<file path="src/rtl/serialout_chain.sv">
// Serial driver for a daisy-chained 74HC595-style string: streams CHANNELS words of
// WIDTH bits with sclk/sdata framing and a latch strobe, continuously or on change.
module serialout_chain #(
   parameter int WIDTH      = 8,
   parameter int CHANNELS   = 2,
   parameter int CLK_DIV    = 4,
   parameter int MSB_FIRST  = 1,
   parameter int CONTINUOUS = 1
) (
   input  logic                        clk,
   input  logic                        rst,
   input  logic [CHANNELS*WIDTH-1:0]   data,
   output logic                        sclk,
   output logic                        sdata,
   output logic                        slatch,
   output logic                        busy,
   output logic                        frame_done
);

   localparam int N  = CHANNELS * WIDTH;
   localparam int PW = $clog2(CLK_DIV + 1);
   localparam int BW = $clog2(N + 1);
   localparam logic [PW-1:0] PH_LAST  = PW'(CLK_DIV - 1);
   localparam logic [BW-1:0] BIT_LAST = BW'(N - 1);

   typedef enum logic [1:0] {
      S_IDLE  = 2'd0,
      S_LOAD  = 2'd1,
      S_SHIFT = 2'd2,
      S_LATCH = 2'd3
   } state_t;

   state_t          state_q;
   logic [N-1:0]    shadow_q;
   logic [N-1:0]    last_sent_q;
   logic            dirty_q;
   logic [BW-1:0]   bit_cnt_q;
   logic [PW-1:0]   phase_q;
   logic            high_q;
   logic            sclk_q;
   logic            sdata_q;
   logic            slatch_q;
   logic            busy_q;
   logic            frame_done_q;
   logic [N-1:0]    ordered;

   // Reorder payload so bit N-1 is always the first bit on the wire; the top
   // channel leads, and LSB-first mode mirrors bits within each word.
   always_comb begin
      ordered = data;
      if (MSB_FIRST == 0) begin
         for (int k = 0; k < CHANNELS; k++) begin
            for (int j = 0; j < WIDTH; j++) begin
               ordered[k*WIDTH + j] = data[k*WIDTH + (WIDTH - 1 - j)];
            end
         end
      end
   end

   always_ff @(posedge clk) begin
      if (rst) begin
         state_q      <= S_IDLE;
         shadow_q     <= '0;
         last_sent_q  <= '0;
         dirty_q      <= 1'b1;
         bit_cnt_q    <= '0;
         phase_q      <= '0;
         high_q       <= 1'b0;
         sclk_q       <= 1'b0;
         sdata_q      <= 1'b0;
         slatch_q     <= 1'b0;
         busy_q       <= 1'b0;
         frame_done_q <= 1'b0;
      end else begin
         frame_done_q <= 1'b0;
         case (state_q)
            S_IDLE: begin
               if ((CONTINUOUS != 0) || dirty_q || (data != last_sent_q)) begin
                  state_q <= S_LOAD;
                  busy_q  <= 1'b1;
               end
            end
            S_LOAD: begin
               // shadow holds the bits still to be sent; the first one goes straight out
               shadow_q    <= ordered << 1;
               sdata_q     <= ordered[N-1];
               last_sent_q <= data;
               dirty_q     <= 1'b0;
               bit_cnt_q   <= BIT_LAST;
               phase_q     <= '0;
               high_q      <= 1'b0;
               sclk_q      <= 1'b0;
               state_q     <= S_SHIFT;
            end
            S_SHIFT: begin
               if (phase_q != PH_LAST) begin
                  phase_q <= phase_q + PW'(1);
               end else begin
                  phase_q <= '0;
                  if (!high_q) begin
                     high_q <= 1'b1;
                     sclk_q <= 1'b1;
                  end else if (bit_cnt_q == '0) begin
                     high_q   <= 1'b0;
                     sclk_q   <= 1'b0;
                     sdata_q  <= 1'b0;
                     slatch_q <= 1'b1;
                     state_q  <= S_LATCH;
                  end else begin
                     high_q    <= 1'b0;
                     sclk_q    <= 1'b0;
                     sdata_q   <= shadow_q[N-1];
                     shadow_q  <= shadow_q << 1;
                     bit_cnt_q <= bit_cnt_q - BW'(1);
                  end
               end
            end
            S_LATCH: begin
               if (phase_q != PH_LAST) begin
                  phase_q <= phase_q + PW'(1);
               end else begin
                  phase_q      <= '0;
                  slatch_q     <= 1'b0;
                  busy_q       <= 1'b0;
                  frame_done_q <= 1'b1;
                  state_q      <= S_IDLE;
               end
            end
            default: state_q <= S_IDLE;
         endcase
      end
   end

   assign sclk       = sclk_q;
   assign sdata      = sdata_q;
   assign slatch     = slatch_q;
   assign busy       = busy_q;
   assign frame_done = frame_done_q;

endmodule
</file>
<file path="config.mk">
export PLATFORM = sky130hd
export DESIGN_NAME = serialout_chain
export DESIGN_NICKNAME = d
export VERILOG_FILES = /design/src/rtl/serialout_chain.sv
export SDC_FILE = /design/constraint.sdc
export NUM_CORES = 1
export LEC_CHECK = 0
export CAP_MARGIN = 20
export CORE_ASPECT_RATIO = 1.4
export CORE_MARGIN = 1.5
export CORE_UTILIZATION = 47
export CTS_BUF_LIST = sky130_fd_sc_hd__clkbuf_8 sky130_fd_sc_hd__clkbuf_16
export CTS_CLUSTER_SIZE = 28
export DETAILED_ROUTE_END_ITERATION = 10
export GPL_ROUTABILITY_DRIVEN = 0
export PLACE_DENSITY = 0.85
export SLEW_MARGIN = 20
export SYNTH_ARGS = -nofsm -noshare
export SYNTH_HDL_FRONTEND = slang
export SYNTH_SLANG_ARGS = --single-unit
</file>
<file path="constraint.sdc">
create_clock -name clk -period 1.9 [get_ports clk]
set_input_delay 0.19 -clock clk [delete_from_list [all_inputs] [get_ports clk]]
set_output_delay 0.19 -clock clk [all_outputs]
set_load 0.02 [all_outputs]
</file>
==> metrics.md <==
| Metric | Value |
|---|---|
| Period utilization | `a little over nine tenths` |
| Area growth from synthesis to final layout | `31.1%` |
| Synth Warn # | `0` |
| Unique masters post-synth | `30` |
| Number of antenna diodes | `0` |
| Post-synth top area share | `between 40% and 50%` |
| Asr flop ratio synth | `0%` |
| Post-synthesis simple-gate area fraction | `20.2%` |
| Worst IR Drop VDD | `786 uV` |
| Fillers | `~230` |
| CTS tree | `done` |
| Die width | `between 40 and 50 microns` |
| I/O pin total | `23` |
| Reg-to-Reg Start | `bit_cnt_q[0]` |
| Clock Sink Count | `30` |
| Detailed placement HPWL | `around 2100 microns` |
| Worst EP required | `between 2 and 2.5 ns` |
| Cts hold-fix bufs | `0` |
| Final cell count without fillers | `roughly 220` |
| Placed cell count | `between 200 and 250` |
| DRT Wirelength | `2870 microns` |
| Post-route cell area | `0.00184 sq mm` |
| Footprint of the multi-input gates | `771 sq um` |
| Critical path class | `register to register` |
| Setup ws final | `0.0798 ns` |
| Final ANT Viol Nets | `0` |
| Routed wl met3 | `132 microns` |
| Std-Cell Rows | `23` |
| IO buf count | `22` |
| CP Launch Type | `register` |
| Wl on met1 | `1150 microns` |
| Drt pass-1 iters | `4` |
| Mapped cell area | `0.00140 sq mm` |
| Critical path endpoint category | `register` |
| Hold Path Stages | `3` |
| Via count | `1220` |
| Vias per cell | `~5.5` |
| Core Box Area | `0.00285 sq mm` |
| Seq/Total Area, Yosys | `42.9%` |
| Adder-cell share of the synthesized area | `5.36%` |
| Minimum clock period | `about 1.8 ns` |
| P_leak | `0.686 nW` |
| Top cell type by total area after synthesis | `dfxtp_1` |
| Dpl ws | `0.0621 ns` |
| Synth Area in XOR/XNOR | `0%` |
| Least-Margin Pin Slew | `0.323 ns` |
| Hold Violations, Final | `0` |
| H-tree depth | `2` |
| FF+latch count, synth | `30` |
| Vias in the first global route | `roughly 1200` |
| Total die area | `0.00332 sq mm` |
| Reg2reg path depth | `6` |
| Worst-path clk slew | `0.06 ns` |
| Max Clock Freq | `0.549 GHz` |
| Initial antenna violation count | `0` |
| Total Routing Usage GR | `slightly below 20%` |
| Setup slack, reg-to-reg | `between 0.07 and 0.08 ns` |
| Placed Area | `0.00170 sq mm` |
| Largest family of logic cells by synthesized area | `simple AND/OR/NAND/NOR gates` |
| Largest cells by area after synthesis | `dfxtp_1, mux2i_1, a211oi_1, nor2_1, ha_1` |
| Post-synthesis mux area share | `12.2%` |
| Hold path endpoint | `shadow_q[1]` |
| Pwr Total | `about 2.5 mW` |
| Die height | `roughly 68 microns` |
| Met2 WL | `1500 microns` |
| Worst Hold Launch | `data[0]` |
| Root Buffer Master | `clkbuf_8` |
| Grt ovf | `0` |
| RR Endpoint | `state_q[0]` |
| Layout cells sized above 1 | `approximately 15%` |
| Highest routed layer | `met4` |
| Syn Nets | `177` |
| Mapped Avg Cell Area | `9.15 sq um` |
| CTS buffer count | `5` |
| Max Cap Violations | `0` |
| Initial Utilization | `49.1%` |
| Post-synth EDFFs | `0` |
| DRC viols | `0` |
| Compound-gate portion of the synthesized area | `15.2%` |
| Hold Path Class | `input pin to register` |
| Routed length per placed instance | `13.0 microns` |
| Iter 0 DRT Violations | `35` |
| Setup violators final | `0` |
| Power density cells | `around 1400 mW/mm^2` |
| Crit path DAT | `2.02 ns` |
| Final Max Tran Viols | `0` |
| Worst-Skew Late Latency | `roughly 0.28 ns` |
| Status | `finished clean` |
| Primary FF master, synth | `dfxtp_1` |
| Clock tree buffer depth | `2` |
| Total Nets Final | `207` |
| Crit-path max FO | `4` |
| Largest net degree at the start of global routing | `29` |
| Post-Syn Instances | `153` |
| Hold slack | `approximately 0.46 ns` |
| First-pass GRT wire length | `4930 microns` |
| Final Skew | `around 0.004 ns` |
| FF/Latch Area | `601 sq um` |
| Slew headroom | `78.4%` |
-- cells in the final DEF (no fill, tap or decap), types with 4 or more instances in the layout --
cell              n
buf_4             9
mux2i_1          16
ha_1              4
inv_1             4
clkbuf_8          6
nor2_1           23
a21oi_1           7
nand2_1           8
nand2b_1          6
nor3_1            6
clkdlybuf4s50_1  22
a211oi_1         15
dfxtp_1          30
-- report_power, final --
part	switching [mW]	internal, mW
clock	0.235	0.286
sequential	0.130	0.827
combinational	0.530	0.537
-- cells in the mapped netlist, types with 2 or more instances --
master	instances
a22oi_1	2
ha_1	6
nor3b_1	2
nand2b_1	6
clkbuf_1	5
buf_2	4
nand3_1	2
mux2i_1	16
a211oi_1	15
nor3_1	6
dfxtp_1	30
inv_1	5
nand2_1	8
nor2b_1	2
nor2_1	23
a21oi_1	7
-- logic make-up (layout without fill, tap and decap cells) --
| group | count (synthesis) | in the layout |
|---|---|---|
| simple gates | 56 | 56 |
| flops | 30 | 30 |
| buf+inv | 14 | 45 |
| compound gates | 30 | 30 |
| mux | 17 | 17 |
| fa+ha+maj | 6 | 6 |
-- stage by stage --
stage	TNS, ns	utilization, %
floorplan	0	-
global placement	0	59.6
detailed placement	0	59.6
CTS	0	62.8
global route	-0.0190	64.4
finish	0	64.4
-- worst max-delay path: stages, from the launching register on --
cell,delay (ns)
dfxtp_1,0.34
inv_2,0.08
ha_4,0.13
or3b_4,0.38
or3b_4,0.38
o21ba_2,0.23
a221oi_2,0.20
-- registers in the layout, indices dropped and copies added, names as in the netlist --
name        flops
bit_cnt_q       5
busy            1
frame_done      1
phase_q         3
sclk            1
sdata           1
shadow_q       15
slatch          1
state_q         2
-- routing by layer --
metal  global-route usage, %  up-vias
met4                    13.2        0
met5                       0        -
met1                    18.7      575
met2                    37.3       29
li1                        -      606
met3                    5.53       10
-- what timing repair did --
item / CTS / global route
endpoints found under the setup margin: 0 / 13
gates resized for setup: 0 / 8
setup buffers: 0 / 3
-- how the worst max path moves through the flow --
| stage | start | end | slack [ns] | cells after the start |
|---|---|---|---|---|
| final | bit_cnt_q[0] | state_q[0] | 0.08 | 6 |
| after global placement | bit_cnt_q[0] | state_q[0] | 0.12 | 6 |
| after floorplan | bit_cnt_q[0] | state_q[0] | 0.16 | 6 |
| after CTS | bit_cnt_q[0] | state_q[0] | 0.05 | 6 |
| after global routing | state_q[0] | shadow_q[14] | -0.02 | 7 |
| after detailed placement | bit_cnt_q[0] | state_q[0] | 0.06 | 6 |
-- final cells by class --
cell class,instances,share of cell area (%)
clock inverters,2,0.477
inverters,5,1.02
multi-input cells,109,42.0
repair buffers,32,16.8
well taps,37,2.52
flip-flops and latches,30,32.7
clock buffers,6,4.50
Note: power is estimated with default switching activity, not from simulation.
